`src/rtl/pipe_csa_addsub.sv`:
```
// pipe_csa_addsub: pipelined carry-select adder/subtractor.
// Each SEG-bit slice resolves in its own register stage. Operand slices are
// skewed through the pipe so that slice k meets the carry produced by slice k-1
// one cycle later. A valid/ready handshake with a global stall gives one
// result per cycle under backpressure.
module pipe_csa_addsub #(
  parameter int WIDTH = 16,
  parameter int SEG   = 4
) (
  input  logic             clk,
  input  logic             rst_n,
  input  logic             in_valid,
  output logic             in_ready,
  input  logic [WIDTH-1:0] a,
  input  logic [WIDTH-1:0] b,
  input  logic             ci,
  input  logic             sub,
  output logic             out_valid,
  input  logic             out_ready,
  output logic [WIDTH-1:0] sum,
  output logic             co,
  output logic             ovf
);

  localparam int L = WIDTH / SEG;

  if (WIDTH < 2 || (WIDTH % SEG) != 0) begin : g_bad_params
    $error("pipe_csa_addsub: WIDTH must be >= 2 and an exact multiple of SEG");
  end

  // A result sitting at the output that is not being taken freezes every stage.
  logic stall;
  assign stall    = out_valid && !out_ready;
  assign in_ready = !stall;

  for (genvar k = 0; k < L; k++) begin : g_stage
    localparam int SW = WIDTH - k * SEG;  // operand bits not yet resolved on entry to stage k
    localparam int RW = (k + 1) * SEG;    // sum bits resolved once stage k is loaded

    logic [SW-1:0] src_a;
    logic [SW-1:0] src_bb;
    logic          src_c;
    logic          src_v;
    logic [SEG:0]  cand0;
    logic [SEG:0]  cand1;
    logic [SEG:0]  pick;
    logic [RW-1:0] sum_d;
    logic [RW-1:0] sum_q;
    logic          carry_d;
    logic          carry_q;
    logic          valid_d;
    logic          valid_q;

    if (k == 0) begin : g_head
      // Stage 0 folds the subtract into an add: invert b, invert the carry-in.
      assign src_a  = a;
      assign src_bb = b ^ {WIDTH{sub}};
      assign src_c  = ci ^ sub;
      assign src_v  = in_valid;
      assign sum_d  = pick[SEG-1:0];
    end else begin : g_body
      assign src_a  = g_stage[k-1].g_fwd.a_q;
      assign src_bb = g_stage[k-1].g_fwd.bb_q;
      assign src_c  = g_stage[k-1].carry_q;
      assign src_v  = g_stage[k-1].valid_q;
      assign sum_d  = {pick[SEG-1:0], g_stage[k-1].sum_q};
    end

    // Carry-select slice: both candidate sums in parallel, picked by the incoming carry.
    // NOTE: every variable is assigned on every pass through always_comb, so no latch is inferred.
    always_comb begin
      cand0   = {1'b0, src_a[SEG-1:0]} + {1'b0, src_bb[SEG-1:0]};
      cand1   = {1'b0, src_a[SEG-1:0]} + {1'b0, src_bb[SEG-1:0]} + {{SEG{1'b0}}, 1'b1};
      pick    = src_c ? cand1 : cand0;
      carry_d = pick[SEG];
      valid_d = src_v;
    end

    // Stage control and resolved low sum bits; everything holds while stalled.
    // NOTE: non-blocking assignments so all stages sample the pre-edge values of their neighbours.
    always_ff @(posedge clk or negedge rst_n) begin
      if (!rst_n) begin
        sum_q   <= '0;
        carry_q <= 1'b0;
        valid_q <= 1'b0;
      end else if (!stall) begin
        sum_q   <= sum_d;
        carry_q <= carry_d;
        valid_q <= valid_d;
      end
    end

    if (k < L - 1) begin : g_fwd
      logic [SW-SEG-1:0] a_d;
      logic [SW-SEG-1:0] a_q;
      logic [SW-SEG-1:0] bb_d;
      logic [SW-SEG-1:0] bb_q;

      // Upper operand slices (including the MSBs overflow needs) ride along unresolved.
      always_comb begin
        a_d  = src_a[SW-1:SEG];
        bb_d = src_bb[SW-1:SEG];
      end

      // Skew registers for the upper operand slices.
      always_ff @(posedge clk or negedge rst_n) begin
        if (!rst_n) begin
          a_q  <= '0;
          bb_q <= '0;
        end else if (!stall) begin
          a_q  <= a_d;
          bb_q <= bb_d;
        end
      end
    end else begin : g_tail
      logic ovf_d;
      logic ovf_q;

      // Two's-complement overflow: like-signed operands producing an opposite-signed sum.
      always_comb begin
        ovf_d = (src_a[SW-1] == src_bb[SW-1]) && (sum_d[RW-1] != src_a[SW-1]);
      end

      // Overflow flag registered alongside the final sum slice.
      always_ff @(posedge clk or negedge rst_n) begin
        if (!rst_n) begin
          ovf_q <= 1'b0;
        end else if (!stall) begin
          ovf_q <= ovf_d;
        end
      end
    end
  end

  assign sum       = g_stage[L-1].sum_q;
  assign co        = g_stage[L-1].carry_q;
  assign out_valid = g_stage[L-1].valid_q;
  assign ovf       = g_stage[L-1].g_tail.ovf_q;

endmodule

```
`config.mk`:
```
export PLATFORM = sky130hd
export DESIGN_NAME = pipe_csa_addsub
export DESIGN_NICKNAME = d
export VERILOG_FILES = /design/src/rtl/pipe_csa_addsub.sv
export SDC_FILE = /design/constraint.sdc
export NUM_CORES = 1
export LEC_CHECK = 0
export ABC_AREA = 1
export BUFFER_PORTS_ARGS = -buffer_cell sky130_fd_sc_hd__buf_2
export CAP_MARGIN = 20
export CELL_PAD_IN_SITES_DETAIL_PLACEMENT = 1
export CELL_PAD_IN_SITES_GLOBAL_PLACEMENT = 1
export CORE_MARGIN = 2
export CORE_UTILIZATION = 39
export DETAILED_ROUTE_END_ITERATION = 8
export PLACE_DENSITY = 0.82
export SLEW_MARGIN = 20
export SYNTH_ARGS = -nofsm -noshare
export SYNTH_HDL_FRONTEND = slang
export SYNTH_SLANG_ARGS = --single-unit
```
`constraint.sdc`:
```
create_clock -name clk -period 2.1 [get_ports clk]
set_clock_uncertainty 0.1 [all_clocks]
set_input_delay 0.525 -clock clk [delete_from_list [all_inputs] [get_ports clk]]
set_output_delay 0.525 -clock clk [all_outputs]
set_load 0.01 [all_outputs]
```
# Word level (Yosys, flattened, before mapping)
# Cells that the tools add are included.
[op_classes]
n_bitwise = 2
n_eq_ne = 2
n_mux = 4
reduce_logical = 4
n_addsub = 8
[ops]
columns = ["operator", "n"]
rows = [
  ["$add 4x4->5", 4],
  ["$add 5x1->5 const B", 4],
  ["$mux 5", 4],
  ["$xor 16x16->16", 1],
  ["$logic_and 1x1->1", 2],
  ["$logic_not 1->1", 2],
  ["$eq 1x1->1", 1],
  ["$ne 1x1->1", 1],
  ["$xor 1x1->1", 1],
]
[totals]
word_cells = 39
ff_bits = 97

# Depth between registers and ports, before layout
[depth]
ltp_word = 5
mapped_depth = 14
ltp_nobuf = 12

# Least setup slack after synthesis
# Ideal clock, no wire load.
[synth_timing]
path_type = "input to register"
startpoint = "input port sub"
endpoint = "register g_stage[0].carry_q"
arrival_time_ns = 2.287
setup_slack_ns = -0.412
path_stages = 11
path_cell_list = "buf_6 -> buf_6 -> xor2_1 -> ha_1 -> fa_1 -> ha_1 -> inv_1 -> nor3_4 -> nand3_1 -> nand3_2 -> o21ai_2"
[synth_via]
elab_chain_cells = 4
word_cells_on_any_way = 5
classes_between = "add/sub (2); mux (1); bitwise (2)"
[synth_rtl]
columns = ["element", "line", "source"]
rows = [
  ["start, declared", "17", "input logic sub,"],
  ["$xor 16x16->16", "57", "assign src_bb = b ^ {WIDTH{sub}};"],
  ["$add 4x4->5", "72, 73", ""],
  ["$add 5x1->5", "73", "cand1 = {1'b0, src_a[SEG-1:0]} + {1'b0, src_bb[SEG-1:0]} + {{SEG{1'b0}}, 1'b1};"],
  ["$mux 5 *", "74", "pick = src_c ? cand1 : cand0;"],
  ["end signal, assigned", "88", "carry_q <= carry_d;"],
  ["end, declared", "50", "logic carry_q;"],
]
# Every way passes the cells marked *; elsewhere a longest branch is shown, timed or not.
# A chain may end at the register's enable or synchronous reset.

# Worst setup path in the final report
[layout_timing]
startpoint = "register g_stage[0].g_fwd.bb_q[0]"
endpoint = "register g_stage[1].sum_q[6]"
[layout_via]
elab_chain_cells = 3
[layout_rtl]
columns = ["element", "line", "source"]
rows = [
  ["start, declared", "97", "logic [SW-SEG-1:0] bb_q;"],
  ["start signal, assigned", "109", "bb_q <= '0;"],
  ["start signal, assigned", "112", "bb_q <= bb_d;"],
  ["$add 4x4->5 *", "72, 73", ""],
  ["$add 5x1->5", "73", ""],
  ["$mux 5 *", "74", ""],
  ["end signal, assigned", "87", "sum_q <= sum_d;"],
  ["end, declared", "48", "logic [RW-1:0] sum_q;"],
]
# Marked as above.

==> metrics.log <==
INFO  metric aggregate_global_routing_overflow = 0
INFO  metric leakagePower = approximately 2.9 nW
INFO  metric power_frac_seq = 0.371
INFO  metric final_layout_size_suffix_gt1_frac = 0.209
INFO  metric clock_power_share = 0.200
INFO  metric grt_usage = 0.180
INFO  metric clkTransAtPathRegs = about 0.07 ns
INFO  metric yosysUniqueCellTypes = 29
INFO  metric route.final.wire_length = approximately 11 mm
INFO  metric synth_seq_area_share = 0.515
INFO  metric worst_skew_pair.late_latency = roughly 0.35 ns
INFO  metric std_cell_rows = 40
INFO  metric timing.setup.tns = -0.00399 ns
INFO  metric route.detailed.wl_per_inst = roughly 15 microns
INFO  metric die_area = about 0.013 sq mm
INFO  metric internal_power = between 0.005 and 0.006 W
INFO  metric gp_congestion = 0.818
INFO  metric dp.cells = around 740
INFO  metric final_util = 0.476
INFO  metric synth_area = about 0.0047 sq mm
INFO  metric detailedPlacementHpwl = 7.48 mm
INFO  metric yosys.area_share.xor_xnor = 0.0332
INFO  metric viasPerCell = about 5
INFO  metric final_max_slew_viol_count = 0
INFO  metric ir_worst_vdd = between 0.5 and 0.6 mV
INFO  metric setup.worst_path.start_class = flip-flop
INFO  metric setup_viol_count_final = 1
INFO  metric grt_pass1_wl = ~18 mm
INFO  metric design.portCount = a little under 60
INFO  metric nets = 679
INFO  metric max-slew-margin-rel = 0.675
INFO  metric switching_power = 0.00343 W
INFO  metric drt_drc_violations_left = 0
INFO  metric start_util = 0.395
INFO  metric area_growth_syn_to_layout = 20.2%
INFO  metric synth_simple_gate_area_frac = 0.232
INFO  metric diodes = 0
INFO  metric detail_route.first_pass.iterations = 4
INFO  metric maximum_number_of_pins_on_one_net_before_global_route_repair = 66
INFO  metric max_slew.worst_pin.slew = ~0.49 ns
INFO  metric dominant_combinational_cell_family_by_area_after_synthesis = simple AND/OR/NAND/NOR gates
INFO  metric post_synth_fa_ha_maj_area_fraction = 0.0701
INFO  metric postSynthNetCount = 614
INFO  metric max-cap-violations = 0
INFO  metric cts_sinks = between 90 and 100
INFO  metric combPwrFrac = 0.430
INFO  metric synth-seq-cells = 97
INFO  metric path_class = flip-flop to flip-flop
INFO  metric final.hold.worst_slack = -0.00377 ns
INFO  metric status = finished with violations
INFO  metric min-delay-path-class = input pin to async pin
INFO  metric final_antenna_net_count = 0
INFO  metric synth.avg_cell_area = approximately 8.5 sq um
INFO  metric power-per-cell-area = about 1500 mW/mm^2
INFO  metric postSynthCellCount = between 500 and 600
INFO  metric synth-warning-count = 0
INFO  metric netSwitchingFraction = 0.402
INFO  metric die_y = approximately 110 microns
INFO  metric finalNonFillerCells = around 770
INFO  metric cts_max_path_buffers = 2
INFO  metric detailedPlace.worstSlack = -0.355 ns
INFO  metric h_tree_depth = 3
INFO  metric critical_path_peak_fanout = 3
INFO  metric timing.final.crit_share = 1.00
INFO  metric fmax = around 480 MHz
INFO  metric period_needed = 2.10 ns
INFO  metric fp.coreArea = about 0.012 sq mm
INFO  metric port-buffer-count = 57
INFO  metric post-route-worst-setup-slack = -0.00399 ns
INFO  metric post_synthesis_mux_area_share = 0
INFO  metric clock-root-buffer = sky130_fd_sc_hd__clkbuf_16
INFO  metric detailroute.via_count = roughly 3800
INFO  metric failed_checks = negative hold slack, negative setup slack
INFO  metric cp_data_required_time = ~2.2 ns
INFO  metric rsz0062_at_grt = yes
INFO  metric horizontal_die_dimension = roughly 110 microns
INFO  metric tritoncts = yes
INFO  metric worst-endpoint-arrival = about 2.2 ns
INFO  metric antenna_violations_before_repair = 0
INFO  metric ff2ff_setup_slack = -0.004 ns
INFO  metric end_kind = flip-flop
INFO  metric n_fill_cell = ~1400
INFO  metric final_report_hold_violation_count = 3
INFO  metric synth_area_in_compound_gates = 0.0834
INFO  metric grt_pass1_vias = approximately 4000
INFO  metric cts_buffers = 9
INFO  metric drt-initial-drc-count = approximately 160
[layout make-up]
class	instances	area, sq um	area share
Inverter	48	180	0.0318
Sequential cell	97	2430	0.429
Multi-Input combinational cell	384	2090	0.369
Clock inverter	5	62.6	0.0110
Tap cell	147	184	0.0325
Timing Repair Buffer	77	475	0.0839
Clock buffer	11	243	0.0429
[cells in the final DEF, fill, tap and decap left out, drive strengths merged]
cell / instances
bufinv: 1
a21oi: 14
xnor2: 13
inv: 50
nand2: 209
or2: 4
clkbuf: 11
clkinvlp: 2
o21ai: 56
fa: 4
nand4: 2
ha: 20
xor2: 4
nor2: 18
a22oi: 1
o31ai: 1
nor3: 1
dfrtp: 97
nand3b: 2
buf: 77
a31oi: 1
a22o: 2
nand3: 32
[state kept, by name (all words and copies together) (netlist names)]
name	flops
sum	16
out_valid	1
g_stage.sum_q	24
g_stage.carry_q	3
g_stage.valid_q	3
g_stage.g_fwd.a_q	24
ovf	1
co	1
g_stage.g_fwd.bb_q	24
[per-stage QoR]
| step | power (W) | instance area, sq um | hold slack [ns] |
|---|---|---|---|
| 2_1_floorplan | 0.00545 | 4740 | 0.129 |
| 3_3_place_gp | 0.00622 | 5190 | 0.331 |
| 3_5_place_dp | 0.00648 | 5190 | 0.352 |
| 4_1_cts | 0.00838 | 5540 | 0.00351 |
| 5_1_grt | 0.00930 | 5660 | 0.0154 |
| 6_report | 0.00855 | 5660 | -0.00377 |
[power groups by stage]
stage | clock network [W] | registers, W | logic, W
final | 0.00171 | 0.00317 | 0.00367
after global routing | 0.00182 | 0.00326 | 0.00422
after CTS | 0.00174 | 0.00317 | 0.00348
after detailed placement | 0 | 0.00319 | 0.00330
after global placement | 0 | 0.00315 | 0.00307
after floorplan | 0 | 0.00316 | 0.00230
[kinds of logic (layout without fill, tap and decap cells)]
kind of cell / after synthesis / in the layout
AO/OA/AOI/OAI: 75 / 75
flip-flops: 97 / 97
buffers and inverters: 71 / 141
adder cells (fa/ha/maj): 24 / 24
XOR/XNOR: 17 / 17
AND/OR/NAND/NOR: 268 / 268
[cells in the mapped netlist]
| library cell | instances | area share |
|---|---|---|
| sky130_fd_sc_hd__a21oi_1 | 14 | 0.015 |
| sky130_fd_sc_hd__a22o_1 | 2 | 0.0037 |
| sky130_fd_sc_hd__a22oi_1 | 1 | 0.0016 |
| sky130_fd_sc_hd__a31oi_1 | 1 | 0.0013 |
| sky130_fd_sc_hd__buf_2 | 16 | 0.017 |
| sky130_fd_sc_hd__buf_4 | 1 | 0.0016 |
| sky130_fd_sc_hd__buf_6 | 3 | 0.0072 |
| sky130_fd_sc_hd__clkbuf_1 | 3 | 0.0024 |
| sky130_fd_sc_hd__dfrtp_1 | 97 | 0.52 |
| sky130_fd_sc_hd__fa_1 | 4 | 0.017 |
| sky130_fd_sc_hd__ha_1 | 20 | 0.053 |
| sky130_fd_sc_hd__inv_1 | 48 | 0.038 |
| sky130_fd_sc_hd__nand2_1 | 209 | 0.17 |
| sky130_fd_sc_hd__nand3_1 | 31 | 0.033 |
| sky130_fd_sc_hd__nand3_2 | 1 | 0.0021 |
| sky130_fd_sc_hd__nand3b_1 | 2 | 0.0032 |
| sky130_fd_sc_hd__nand4_1 | 2 | 0.0027 |
| sky130_fd_sc_hd__nor2_1 | 16 | 0.013 |
| sky130_fd_sc_hd__nor2_2 | 2 | 0.0027 |
| sky130_fd_sc_hd__nor3_4 | 1 | 0.0035 |
| sky130_fd_sc_hd__o21ai_0 | 53 | 0.056 |
| sky130_fd_sc_hd__o21ai_1 | 2 | 0.0021 |
| sky130_fd_sc_hd__o21ai_2 | 1 | 0.0019 |
| sky130_fd_sc_hd__o31ai_1 | 1 | 0.0016 |
| sky130_fd_sc_hd__or2_1 | 2 | 0.0027 |
| sky130_fd_sc_hd__or2_2 | 2 | 0.0027 |
| sky130_fd_sc_hd__xnor2_1 | 12 | 0.022 |
| sky130_fd_sc_hd__xnor2_2 | 1 | 0.0035 |
| sky130_fd_sc_hd__xor2_1 | 4 | 0.0074 |
[path summary, 6_finish.rpt]
kind | startpoint | end | cells past startpoint
hold reg to reg | g_stage[2].valid_q$_DFFE_PN0N_ | out_valid$_DFFE_PN0N_ | 2
setup / recovery | g_stage[0].g_fwd.bb_q[0]$_DFFE_PN0N_ | g_stage[1].sum_q[6]$_DFFE_PN0N_ | 8
hold / removal | rst_n | g_stage[1].g_fwd.a_q[7]$_DFFE_PN0N_ | 1
setup reg to reg | g_stage[0].g_fwd.bb_q[0]$_DFFE_PN0N_ | g_stage[1].sum_q[6]$_DFFE_PN0N_ | 8
max in group asynchronous | rst_n | g_stage[0].g_fwd.bb_q[2]$_DFFE_PN0N_ | 2
min in group clk | a[6] | g_stage[0].g_fwd.a_q[2]$_DFFE_PN0N_ | 3
[what timing repair did]
action                     CTS  global route
hold buffers                 0             0
pin swaps                    4            19
setup endpoints to repair    5            10
gates resized for setup      8            23
buffers inserted             3             6
cloned                       0             0
[worst max-delay path, cell delays in order (launching register included)]
cell	delay, ns
sky130_fd_sc_hd__dfrtp_1	0.40
sky130_fd_sc_hd__ha_2	0.20
sky130_fd_sc_hd__fa_1	0.51
sky130_fd_sc_hd__ha_2	0.18
sky130_fd_sc_hd__nand2_2	0.08
sky130_fd_sc_hd__nor2_4	0.17
sky130_fd_sc_hd__buf_4	0.13
sky130_fd_sc_hd__nor2_1	0.03
sky130_fd_sc_hd__a22o_1	0.18
[metal layers]
layer | vias to the layer above | track usage | share of wire
li1 | 1874 | - | -
met1 | 1856 | 0.232 | 0.45
met2 | 75 | 0.297 | 0.49
met3 | 23 | 0.0414 | 0.038
met4 | 0 | 0.0715 | 0.021
met5 | - | 0 | 0
(Power assumes the default switching activity.)
